## config.mk

```make
export PLATFORM = sky130hd
export DESIGN_NAME = layer_sequencer
export DESIGN_NICKNAME = d
export VERILOG_FILES = /design/src/rtl/layer_sequencer_pkg.sv /design/src/rtl/layer_sequencer_counter.sv /design/src/rtl/layer_sequencer.sv
export SDC_FILE = /design/constraint.sdc
export NUM_CORES = 1
export LEC_CHECK = 0
export ABC_AREA = 1
export CAP_MARGIN = 20
export CORE_MARGIN = 2
export CORE_UTILIZATION = 45
export CTS_CLUSTER_DIAMETER = 40
export DETAILED_ROUTE_END_ITERATION = 6
export GPL_TIMING_DRIVEN = 0
export MAX_ROUTING_LAYER = met4
export PLACE_DENSITY = 0.78
export SLEW_MARGIN = 40
export SYNTH_ARGS = -nofsm -noshare
export SYNTH_HDL_FRONTEND = slang
export SYNTH_SLANG_ARGS = --single-unit
```

## constraint.sdc

```tcl
create_clock -name clk -period 1.6 [get_ports clk]
set_input_delay 0.32 -clock clk [delete_from_list [all_inputs] [get_ports clk]]
set_output_delay 0.32 -clock clk [all_outputs]
set_load 0.005 [all_outputs]
```

## src/rtl/layer_sequencer_pkg.sv

```systemverilog
// rtl/layer_sequencer_pkg.sv - shared types and constants for the three-layer conv sequencer
// Contents: layer_type_t (LAYER1/2/3), default per-layer tile counts,
//           seq_state_t sequencer states, next_layer() helper.
package layer_sequencer_pkg;

    typedef enum logic [1:0] {
        LAYER1 = 2'd0,
        LAYER2 = 2'd1,
        LAYER3 = 2'd2
    } layer_type_t;

    localparam int LAYER1_COUNT = 16;
    localparam int LAYER2_COUNT = 4;
    localparam int LAYER3_COUNT = 1;

    typedef enum logic [2:0] {
        ST_IDLE = 3'd0,
        ST_LOAD = 3'd1,
        ST_RUN  = 3'd2,
        ST_FREE = 3'd3,
        ST_NEXT = 3'd4,
        ST_DONE = 3'd5
    } seq_state_t;

    // LAYER3 is terminal; the sequencer never advances past it.
    function automatic layer_type_t next_layer(input layer_type_t cur);
        layer_type_t nxt;
        case (cur)
            LAYER1:  nxt = LAYER2;
            LAYER2:  nxt = LAYER3;
            default: nxt = LAYER3;
        endcase
        return nxt;
    endfunction

endpackage

```

## src/rtl/layer_sequencer_counter.sv

```systemverilog
// rtl/layer_sequencer_counter.sv - per-layer tile counter with target compare
// Ports:
//   clk, rst_n     clock, synchronous active-low reset
//   i_clear        zero the counter (takes priority over i_inc)
//   i_inc          add one completed tile
//   i_layer        current layer, selects the tile target
//   o_count        tiles completed in the current layer
//   o_last_tile    o_count equals the target of i_layer
module layer_tile_counter
    import layer_sequencer_pkg::*;
#(
    parameter int COUNT_W  = 5,
    parameter int L1_TILES = LAYER1_COUNT,
    parameter int L2_TILES = LAYER2_COUNT,
    parameter int L3_TILES = LAYER3_COUNT
) (
    input  logic               clk,
    input  logic               rst_n,
    input  logic               i_clear,
    input  logic               i_inc,
    input  logic [1:0]         i_layer,
    output logic [COUNT_W-1:0] o_count,
    output logic               o_last_tile
);

    localparam logic [COUNT_W-1:0] C_L1 = COUNT_W'(L1_TILES);
    localparam logic [COUNT_W-1:0] C_L2 = COUNT_W'(L2_TILES);
    localparam logic [COUNT_W-1:0] C_L3 = COUNT_W'(L3_TILES);

    logic [COUNT_W-1:0] r_count;
    logic [COUNT_W-1:0] w_target;

    always_ff @(posedge clk) begin
        if (!rst_n) begin
            r_count <= '0;
        end else if (i_clear) begin
            r_count <= '0;
        end else if (i_inc) begin
            r_count <= r_count + COUNT_W'(1);
        end
    end

    always_comb begin
        w_target = C_L3;
        case (layer_type_t'(i_layer))
            LAYER1:  w_target = C_L1;
            LAYER2:  w_target = C_L2;
            default: w_target = C_L3;
        endcase
    end

    // Full-width compare on the registered count; targets never reach 2^COUNT_W.
    assign o_count     = r_count;
    assign o_last_tile = (r_count == w_target);

endmodule

```

## src/rtl/layer_sequencer.sv

```systemverilog
// rtl/layer_sequencer.sv - steps the PE array through LAYER1..LAYER3, one PE start per ifmap tile
// Ports:
//   clk, rst_n          clock, synchronous active-low reset
//   start               host pulse, begins a full three-layer run
//   buf_ready           level, ifmap buffer holds the next tile
//   complete            PE array pulse, current tile finished
//   pe_start            pulse, PE array may consume the buffered tile
//   free_ifmap_buffer   pulse, loader may overwrite the ifmap buffer
//   layer_type          current layer (0=LAYER1, 1=LAYER2, 2=LAYER3)
//   tile_count          tiles completed in the current layer
//   busy                high from accepted start until done
//   done                pulse, LAYER3 finished
//   protocol_err        sticky, complete seen outside RUN
module layer_sequencer
    import layer_sequencer_pkg::*;
#(
    parameter int COUNT_W  = 5,
    parameter int L1_TILES = LAYER1_COUNT,
    parameter int L2_TILES = LAYER2_COUNT,
    parameter int L3_TILES = LAYER3_COUNT
) (
    input  logic               clk,
    input  logic               rst_n,
    input  logic               start,
    input  logic               buf_ready,
    input  logic               complete,
    output logic               pe_start,
    output logic               free_ifmap_buffer,
    output logic [1:0]         layer_type,
    output logic [COUNT_W-1:0] tile_count,
    output logic               busy,
    output logic               done,
    output logic               protocol_err
);

    seq_state_t  r_state;
    seq_state_t  w_state_nxt;
    layer_type_t r_layer;
    layer_type_t w_layer_nxt;

    logic r_pe_start;
    logic r_free;
    logic r_busy;
    logic r_done;
    logic r_err;

    logic w_pe_start_nxt;
    logic w_free_nxt;
    logic w_busy_nxt;
    logic w_done_nxt;
    logic w_err_nxt;
    logic w_cnt_clear;
    logic w_cnt_inc;
    logic w_last_tile;

    layer_tile_counter #(
        .COUNT_W  (COUNT_W),
        .L1_TILES (L1_TILES),
        .L2_TILES (L2_TILES),
        .L3_TILES (L3_TILES)
    ) u_tile_counter (
        .clk         (clk),
        .rst_n       (rst_n),
        .i_clear     (w_cnt_clear),
        .i_inc       (w_cnt_inc),
        .i_layer     (r_layer),
        .o_count     (tile_count),
        .o_last_tile (w_last_tile)
    );

    always_ff @(posedge clk) begin
        if (!rst_n) begin
            r_state    <= ST_IDLE;
            r_layer    <= LAYER1;
            r_pe_start <= 1'b0;
            r_free     <= 1'b0;
            r_busy     <= 1'b0;
            r_done     <= 1'b0;
            r_err      <= 1'b0;
        end else begin
            r_state    <= w_state_nxt;
            r_layer    <= w_layer_nxt;
            r_pe_start <= w_pe_start_nxt;
            r_free     <= w_free_nxt;
            r_busy     <= w_busy_nxt;
            r_done     <= w_done_nxt;
            r_err      <= w_err_nxt;
        end
    end

    // Pulse outputs are computed one state early so they are high during
    // the state they belong to (pe_start in the first RUN cycle, free in
    // FREE, done in DONE) while still coming straight from flops.
    always_comb begin
        w_state_nxt    = r_state;
        w_layer_nxt    = r_layer;
        w_pe_start_nxt = 1'b0;
        w_free_nxt     = 1'b0;
        w_done_nxt     = 1'b0;
        w_busy_nxt     = r_busy;
        w_err_nxt      = r_err;
        w_cnt_clear    = 1'b0;
        w_cnt_inc      = 1'b0;

        // Stray completions are flagged; an accepted start below overrides.
        if (complete && (r_state != ST_RUN)) begin
            w_err_nxt = 1'b1;
        end

        case (r_state)
            ST_IDLE: begin
                if (start) begin
                    w_state_nxt = ST_LOAD;
                    w_layer_nxt = LAYER1;
                    w_cnt_clear = 1'b1;
                    w_busy_nxt  = 1'b1;
                    w_err_nxt   = 1'b0;
                end
            end
            ST_LOAD: begin
                if (buf_ready) begin
                    w_state_nxt    = ST_RUN;
                    w_pe_start_nxt = 1'b1;
                end
            end
            ST_RUN: begin
                if (complete) begin
                    w_state_nxt = ST_FREE;
                    w_cnt_inc   = 1'b1;
                    w_free_nxt  = 1'b1;
                end
            end
            ST_FREE: begin
                // tile_count already includes the tile that just finished.
                w_state_nxt = w_last_tile ? ST_NEXT : ST_LOAD;
            end
            ST_NEXT: begin
                w_cnt_clear = 1'b1;
                if (r_layer == LAYER3) begin
                    w_state_nxt = ST_DONE;
                    w_done_nxt  = 1'b1;
                end else begin
                    w_state_nxt = ST_LOAD;
                    w_layer_nxt = next_layer(r_layer);
                end
            end
            ST_DONE: begin
                w_busy_nxt  = 1'b0;
                w_state_nxt = ST_IDLE;
            end
            default: begin
                w_state_nxt = ST_IDLE;
            end
        endcase
    end

    assign pe_start          = r_pe_start;
    assign free_ifmap_buffer = r_free;
    assign layer_type        = r_layer;
    assign busy              = r_busy;
    assign done              = r_done;
    assign protocol_err      = r_err;

endmodule

```

; ---- After elaboration in Yosys (flattened, before gate mapping)
; Index checks and enable logic that the tools add are counted.
[totals]
ram_bits = 0
rom_bits = 0
reg_bits = 15
mem_count = 0
latch_bits = 0
input_bits = 5
[classes]
n_lt_le_gt_ge = 0
div_mod_pow = 0
n_eq_ne = 13
n_bitwise = 1
mux = 22
n_shift = 0
n_reduce_logical = 11
n_addsub = 1
mul = 0
[ops]
columns = cell, n
row1 = 3-bit 2-to-1 mux, 5
row2 = 3-bit one-hot mux with 5 select lines, 1
row3 = 5-bit one-hot mux with 2 select lines, 1
row4 = 1-bit 2-to-1 mux, 9
row5 = "2-bit != test, second input constant", 4
row6 = "3-bit by 2-bit == test with 1-bit output, second input constant", 2
row7 = "3-bit == test, second input constant", 2
row8 = 2-bit 2-to-1 mux, 3
row9 = 2-bit AND reduction, 3
row10 = 3-bit AND reduction, 2
row11 = "5-bit by 1-bit adder with 5-bit output, second input constant", 1
row12 = 5-bit == test, 1
row13 = 1-bit one-hot mux with 2 select lines, 2
row14 = 2-bit one-hot mux with 2 select lines, 1
row15 = 2-bit nonzero test, 2
row16 = "3-bit by 1-bit == test with 1-bit output, second input constant", 1
row17 = 3-bit logical NOT, 1
row18 = "3-bit by 2-bit != test with 1-bit output, second input constant", 1
row19 = "2-bit by 1-bit == test with 1-bit output, second input constant", 1
row20 = "2-bit == test, second input constant", 1
row21 = 2-bit logical NOT, 1
row22 = 2-bit OR reduction, 1
row23 = 1-bit logical AND, 1
row24 = 1-bit inverter, 1

; ---- Logic depth before layout (Yosys ltp)
; Gate-level depths: netlist of run 1.
[logic_depth]
depth_word = 5
mapped_depth = 9
depth_no_buf = 9

; ---- Cells and area by module
; A second synthesis of run 1 with hierarchy kept.
[unflattened]
hier_cells = 101
area_unflattened_um2 = 700.7
[modules_own_cells]
columns = module, n_inst, cells_each, seq_area_each_um2, area_per_inst_um2
row1 = layer_sequencer, 1, 61, 200.2, 431.7
row2 = layer_tile_counter, 1, 40, 100.1, 269.0

; ---- Worst setup path before layout of run 1
; Ideal clock, no wire load.
[synth_timing]
kind = register to register
start = reg r_state[1]
end = reg u_tile_counter.r_count[3], in the netlist u_tile_counter.o_count[3]
path_stages_with_launch = 8
t_required_ps = 1485
setup_slack_ps = 453
n_path_buf = 0
arrival_ps = 1033
cell_sequence = dfxtp_1 > nor2_1 > nand2_1 > nor2_1 > nor2_2 > nand2_2 > a21oi_1 > o21a_1
[synth_via]
elab_chain_cells = 3
elab_cells_between_ends = 6
classes_between = 2 x eq/ne / 2 x mux / 2 x reduce/logical
[synth_rtl]
columns = element, line
row1 = "start, declared", layer_sequencer.sv:36  ; seq_state_t r_state;
row2 = "start signal, assigned", layer_sequencer.sv:81  ; r_state <= w_state_nxt;
row3 = 3-bit == test or 3-bit logical NOT (tied branches), layer_sequencer.sv:110  ; case (r_state)
row4 = 1-bit one-hot mux with 2 select lines, layer_sequencer.sv:110
row5 = 2-bit OR reduction (no line), -
row6 = "end signal, assigned", layer_sequencer_counter.sv:39  ; r_count <= r_count + COUNT_W'(1);
row7 = "end, declared", layer_sequencer_counter.sv:30  ; logic [COUNT_W-1:0] r_count;
; Several ways; a longest one is shown, not always the timed one.
; A chain may end at the register's enable or synchronous reset.

; ---- Worst setup path after layout of run 1
[layout_timing]
start = reg u_tile_counter.r_count[2], in the netlist u_tile_counter.o_count[2]
end = out tile_count[2]
[layout_rtl]
columns = element, line
row1 = "end, declared", layer_sequencer.sv:30  ; output logic [COUNT_W-1:0] tile_count,
; No word-level cell between the ends.

==> results of run 1 <==
final timing paths:
path / to / cells past startpoint / slack [ps] / start
hold / removal: u_tile_counter.o_count[1]$_SDFFE_PP0P_ / 2 / 510 / u_tile_counter.o_count[1]$_SDFFE_PP0P_
hold reg to reg: u_tile_counter.o_count[1]$_SDFFE_PP0P_ / 2 / 510 / u_tile_counter.o_count[1]$_SDFFE_PP0P_
setup / recovery: tile_count[2] / 1 / 70 / u_tile_counter.o_count[2]$_SDFFE_PP0P_
setup reg to reg: u_tile_counter.o_count[3]$_SDFFE_PP0P_ / 7 / 220 / r_state[1]$_SDFFE_PN0P_
power by group through the flow:
stage          clock network (mW)  logic [mW]  registers (mW)
5_1_grt                     0.240       0.199           0.430
4_1_cts                     0.219       0.179           0.427
3_5_place_dp                    0       0.176           0.434
2_1_floorplan                   0       0.119           0.429
3_3_place_gp                    0       0.175           0.433
6_report                    0.216       0.178           0.427
cells in the mapped netlist:
library cell  instances
dfxtp_1              15
clkinv_1              1
inv_1                13
o21ai_0               3
nor3_1                5
a21oi_1               9
nor2_1               17
nand3_2               2
nand3_1               6
o21a_1                2
nor2_4                1
nand4_1               2
o31ai_1               1
nand2_2               1
ha_1                  1
nand2_1              23
nor2_2                1
per-stage QoR:
stage	instance area, µm²	setup TNS [ps]
after floorplan	709	0
after global placement	890	0
after detailed placement	890	-4.30
after CTS	918	0
after global routing	921	0
final	921	0
logic make-up after synthesis:
| family | after synthesis | share of synthesized area [%] |
|---|---|---|
| and+or+nand+nor | 58 | 36.9 |
| AOI/OAI and AO/OA | 15 | 11.6 |
| DFF | 15 | 42.3 |
| buffers and inverters | 14 | 7.41 |
| adders and majority gates | 1 | 1.76 |
timing repair:
action	4_1_cts	5_1_grt
hold buffers	0	0
gates resized for setup	2	2
setup endpoints to repair	2	2
flip-flops by register name (all words and copies together) (netlist names):
name / flops
layer_type: 2
u_tile_counter.o_count: 5
pe_start: 1
free_ifmap_buffer: 1
protocol_err: 1
busy: 1
r_state: 3
done: 1
layout make-up:
class	instances	area share, %
multi-input combinational	74	38.7
clock buffer	4	2.85
sequential	15	33.2
tap	16	2.17
inverter	14	5.71
timing repair buffer	16	17.4
metal layers:
layer  global-route usage [%]  routed length, µm
met5                        -                  0
met3                     4.58                 94
met2                     27.4                682
met4                     8.48                 19
met1                     19.6                673
==> results.py, run 1 <==
metrics = {
    "outcome": {
        "status": "finished, final reports clean",
    },
    "floorplanning": {
        "core_mm2": 0.00149,
        "io_pins": 17,
        "num_rows": 14,
        "start_util_pct": 47.6,
        "fp.dieArea_mm2": 0.00191,
        "die_w_um": 43.7,
        "fp.dieH_um": 43.7,
    },
    "sta": {
        "tightest_slew_ps": 449,
        "rsz0062_at_grt": "no",
        "hold_slack_ps": 505,
        "fmax_mhz": 653,
        "setup_slack_ps": 68.1,
        "fin_skew_ps": 3.80,
        "hold_viol_final": 0,
        "maxSlewHeadroom_pct": 69.8,
        "setup_viol": 0,
        "finalCriticalPeriod_ps": 1530,
        "period_share_pct": 95.7,
        "maxSlewViolCount": 0,
    },
    "route": {
        "viasPerCell": 5.12,
        "routed_wl_um": 1470,
        "wl_per_cell_um": 10.6,
        "drt_iter0_drc": 12,
        "num_vias": 712,
        "first_pass_iters": 4,
        "drc_errors": 0,
        "ant_nets": 0,
    },
    "final_layout": {
        "drive_above_1_share_pct": 9.76,
        "layout_commonest_cell": "nand2_1",
        "syn_to_final_growth_pct": 29.8,
        "regArea_um2": 305,
        "fillCellCount": 133,
        "final_util_pct": 61.8,
        "layout.cells.non_filler": 139,
        "layout_common_cells": "nand2_1, nor2_1, clkdlybuf4s50_1",
        "multi_input_area_um2": 357,
        "antenna_cells": 0,
        "nets": 130,
    },
    "synth": {
        "synth_area_um2": 709,
        "syn_area_per_cell_um2": 6.89,
        "synth_area_leaders": "dfxtp_1, nand2_1, nor2_1, inv_1, a21oi_1",
        "seq_area_frac_synth_pct": 42.3,
        "synth_top_area_share_pct": 42.3,
        "yosysTopAreaCell": "dfxtp_1",
        "synthCells": 103,
        "ys_warn_count": 0,
        "ys_seq_elements": 15,
        "synth.distinct_cells": 17,
        "syn-num-nets": 109,
    },
    "critical_path": {
        "critPathLaunchType": "flip-flop",
        "critPathBufInv": 1,
        "path_cells": "clkdlybuf4s50_1",
        "crit_path_top_delay_cell": "clkdlybuf4s50_1",
        "cpPeakStageDelay_ps": 530,
        "cp_data_required_time_ps": 1280,
        "cp_top_family": "buffers and inverters",
        "crit_type": "flip-flop to output pin",
        "worstPathMaxFanout": 5,
        "cp-end-kind": "output pin",
        "arrival_ps": 1210,
    },
    "cts": {
        "cts.clk_slew.worst_paths_ps": 90,
        "cts_setup_buffers": 0,
        "root_buffer": "clkbuf_4",
        "cts_inserted_buffers": 3,
        "clock-sinks": 15,
        "cts_tree": "built",
        "clock_latency_ps": 280,
        "h-tree-depth": 1,
        "clockBufferDepth": 2,
    },
    "power_and_ir_drop": {
        "vdd_ir_drop_max_mv": 0.605,
        "p_clk_share_pct": 26.3,
        "p_per_area_mw_per_mm2": 892,
        "power.internal_mw": 0.572,
        "leakage_nw": 0.359,
        "p_seq_share_pct": 52.0,
        "combPwrFrac_pct": 21.7,
        "total_power_mw": 0.821,
        "switching_share_pct": 30.4,
        "p_sw_mw": 0.250,
    },
    "global_routing": {
        "grt_overflow": 0,
        "antenna_found_initial": 0,
        "grt_pass1_wl_um": 2380,
        "grt_pass1_vias": 609,
        "grt_use_total_pct": 17.1,
        "grt_max_degree": 10,
    },
    "placement": {
        "place.gp.congestion": 0.810,
        "dp.final_hpwl_um": 1080,
        "dp_slack_ps": -4.30,
        "portBuffers": 16,
        "dp_cells": 135,
    },
    "run": {
        "max_cap_violations": 0,
    },
    "hold_path": {
        "min_path_type": "flip-flop to flip-flop",
    },
}
No activity file was read; power rests on OpenSTA's default activity.
==> run 2, diff against run 1 <==
--- a/config.mk
+++ b/config.mk
@@ -8,12 +8,12 @@
 export ABC_AREA = 1
 export CAP_MARGIN = 20
 export CORE_MARGIN = 2
-export CORE_UTILIZATION = 45
+export CORE_UTILIZATION = 42
 export CTS_CLUSTER_DIAMETER = 40
 export DETAILED_ROUTE_END_ITERATION = 6
 export GPL_TIMING_DRIVEN = 0
 export MAX_ROUTING_LAYER = met4
-export PLACE_DENSITY = 0.78
+export PLACE_DENSITY = 0.77
 export SLEW_MARGIN = 40
 export SYNTH_ARGS = -nofsm -noshare
 export SYNTH_HDL_FRONTEND = slang
==> constraint.sdc (replaced) <==
create_clock -name clk -period 1.25 [get_ports clk]
set_input_delay 0.25 -clock clk [delete_from_list [all_inputs] [get_ports clk]]
set_output_delay 0.25 -clock clk [all_outputs]
set_load 0.005 [all_outputs]
==> results.py, run 2 (synthesis gave the netlist of run 1 again) <==
metrics = {
    "final_layout": {
        "fillCellCount": 124,
        "layout_common_cells": "nand2_1, nor2_1, dlygate4sd2_1",
        "layout.cells.non_filler": 150,
        "syn_to_final_growth_pct": 50.8,
        "drive_above_1_share_pct": 31.3,
        "nets": 141,
        "largest_reg_flops": 5,
        "layout_commonest_cell": "nand2_1",
        "antenna_cells": 0,
    },
    "sta": {
        "maxSlewHeadroom_pct": 81.1,
        "hold_viol_final": 0,
        "finalCriticalPeriod_ps": 1220,
        "maxSlewViolCount": 0,
        "fin_setup_tns_ps": 0,
        "fin_skew_ps": 7.97,
        "period_share_pct": 97.9,
        "fmax_mhz": 817,
        "setup_viol": 0,
        "tightest_slew_ps": 281,
    },
    "cts": {
        "clock_latency_ps": 280,
        "cts_inserted_buffers": 3,
        "root_buffer": "clkbuf_4",
        "cts.clk_slew.worst_paths_ps": 100,
        "clock-sinks": 15,
        "h-tree-depth": 1,
        "cts_tree": "built",
        "clockBufferDepth": 2,
    },
    "floorplanning": {
        "start_util_pct": 46.0,
        "fp.dieH_um": 45.1,
        "num_rows": 14,
        "core_mm2": 0.00154,
        "io_pins": 17,
        "fp.dieArea_mm2": 0.00203,
        "die_w_um": 45.1,
    },
    "power_and_ir_drop": {
        "vdd_ir_drop_max_mv": 0.703,
        "leakage_nw": 0.486,
        "total_power_mw": 1.15,
        "p_per_area_mw_per_mm2": 1080,
    },
    "hold_path": {
        "whs_endpoint": "busy$_SDFFE_PN0P_",
        "min_path_type": "flip-flop to flip-flop",
        "hold_start": "busy$_SDFFE_PN0P_",
        "hold_depth": 2,
    },
    "critical_path": {
        "worstPathMaxFanout": 7,
        "rr_endpoint": "r_state[0]$_SDFFE_PN0P_",
        "r2r_start": "layer_type[0]$_SDFFE_PN0P_",
        "reg2reg_slack_ps": 30,
        "arrival_ps": 1400,
        "path_cells": "buf_4 -> nor2_1 -> nand2_1 -> nand2_1 -> nand3_2 -> nand2_1 -> nand2_1 -> nand2_1 -> a21oi_2",
        "cp_data_required_time_ps": 1430,
        "cpPeakStageDelay_ps": 350,
        "crit_path_top_delay_cell": "dfxtp_4",
        "cpMostUsedCell": "nand2_1",
        "cp-end-kind": "flip-flop",
        "crit_type": "flip-flop to flip-flop",
        "critPathLaunchType": "flip-flop",
        "r2r_cells": 9,
    },
    "route": {
        "drc_errors": 0,
        "num_vias": 773,
        "routed_wl_um": 1680,
        "viasPerCell": 5.15,
        "first_pass_iters": 4,
        "drt_iter0_drc": 17,
        "ant_nets": 0,
        "wl_per_cell_um": 11.2,
    },
    "global_routing": {
        "grt_overflow": 0,
        "gr-usage-met2_pct": 26.6,
        "grt_pass1_wl_um": 2480,
        "antenna_found_initial": 0,
        "grt_use_total_pct": 17.3,
        "grt_pass1_vias": 619,
        "grt_max_degree": 10,
        "use_met1_pct": 21.6,
        "use_met3_pct": 4.00,
        "top_usage_layer": "met2",
    },
    "placement": {
        "place.gp.congestion": 0.787,
        "dp.final_hpwl_um": 1050,
        "dp_cells": 135,
        "portBuffers": 16,
    },
    "run": {
        "max_cap_violations": 0,
    },
    "outcome": {
        "status": "finished, final reports clean",
    },
}
-- run 2: worst max-delay path, delay by kind of cell (launching register included) --
| family | cells | cell delay, ps |
|---|---|---|
| AND/OR/NAND/NOR | 7 | 550 |
| flip-flops | 1 | 350 |
| buffers and inverters | 1 | 150 |
| AO/OA/AOI/OAI | 1 | 60 |
-- run 2: through the flow --
stage,util (%),hold slack (ps),setup slack (ps),area (µm²)
final,69.4,473,26.2,1070
after global routing,69.4,496,-46.8,1070
after CTS,64.6,475,2.76,996
after detailed placement,57.7,466,-293,890
after global placement,57.7,459,-254,890
after floorplan,-,392,103,709
-- run 2: worst max path at each step --
stage                                                 startpoint                                     end  slack (ps)  cells after the start
after floorplan                          r_state[1]$_SDFFE_PN0P_  u_tile_counter.o_count[3]$_SDFFE_PP0P_         100                      7
after global placement                                     start  u_tile_counter.o_count[3]$_SDFFE_PP0P_        -250                      7
after detailed placement                                   start  u_tile_counter.o_count[3]$_SDFFE_PP0P_        -290                      7
after CTS                                r_state[2]$_SDFFE_PN0P_  u_tile_counter.o_count[3]$_SDFFE_PP0P_           3                      6
after global routing      u_tile_counter.o_count[0]$_SDFFE_PP0P_                 r_state[0]$_SDFFE_PN0P_         -50                     10
final                                 layer_type[0]$_SDFFE_PN0P_                 r_state[0]$_SDFFE_PN0P_          30                      9
-- run 2: routing by layer --
layer	share of wire [%]	vias to the layer above
met2	48	22
met4	2.5	0
met1	44	350
li1	-	395
met3	6.0	6
met5	0	-
-- run 2: timing repair --
item                                    CTS  global route
hold buffers                              0             0
pin swaps                                 0             8
gates resized for setup                  30            17
hold endpoints to repair                  0             0
endpoints found under the setup margin   20             6
setup buffers                             8             4
-- run 2: area by class of cell --
class	count	area, µm²	area share, %
clock buffers	3	22.5	2.11
clock inverters	1	5.00	0.468
inverters	14	60.1	5.61
multi-input cells	74	407	38.0
flip-flops and latches	15	328	30.6
well taps	16	20.0	1.87
repair buffers	27	228	21.3
-- run 2: power breakdown --
group / total [mW] / internal (mW) / switching [mW]
clock: 0.279 / 0.118 / 0.160
combinational: 0.316 / 0.141 / 0.175
sequential: 0.560 / 0.513 / 0.0475
total: 1.15 / 0.772 / 0.383
==> run 3, diff against run 2 <==
--- a/config.mk
+++ b/config.mk
@@ -6,7 +6,7 @@
 export NUM_CORES = 1
 export LEC_CHECK = 0
 export ABC_AREA = 1
-export CAP_MARGIN = 20
+export CAP_MARGIN = 40
 export CORE_MARGIN = 2
 export CORE_UTILIZATION = 42
 export CTS_CLUSTER_DIAMETER = 40
==> results of run 3 <==
No change in the layout: final DEF, timing and power equal those of run 2.
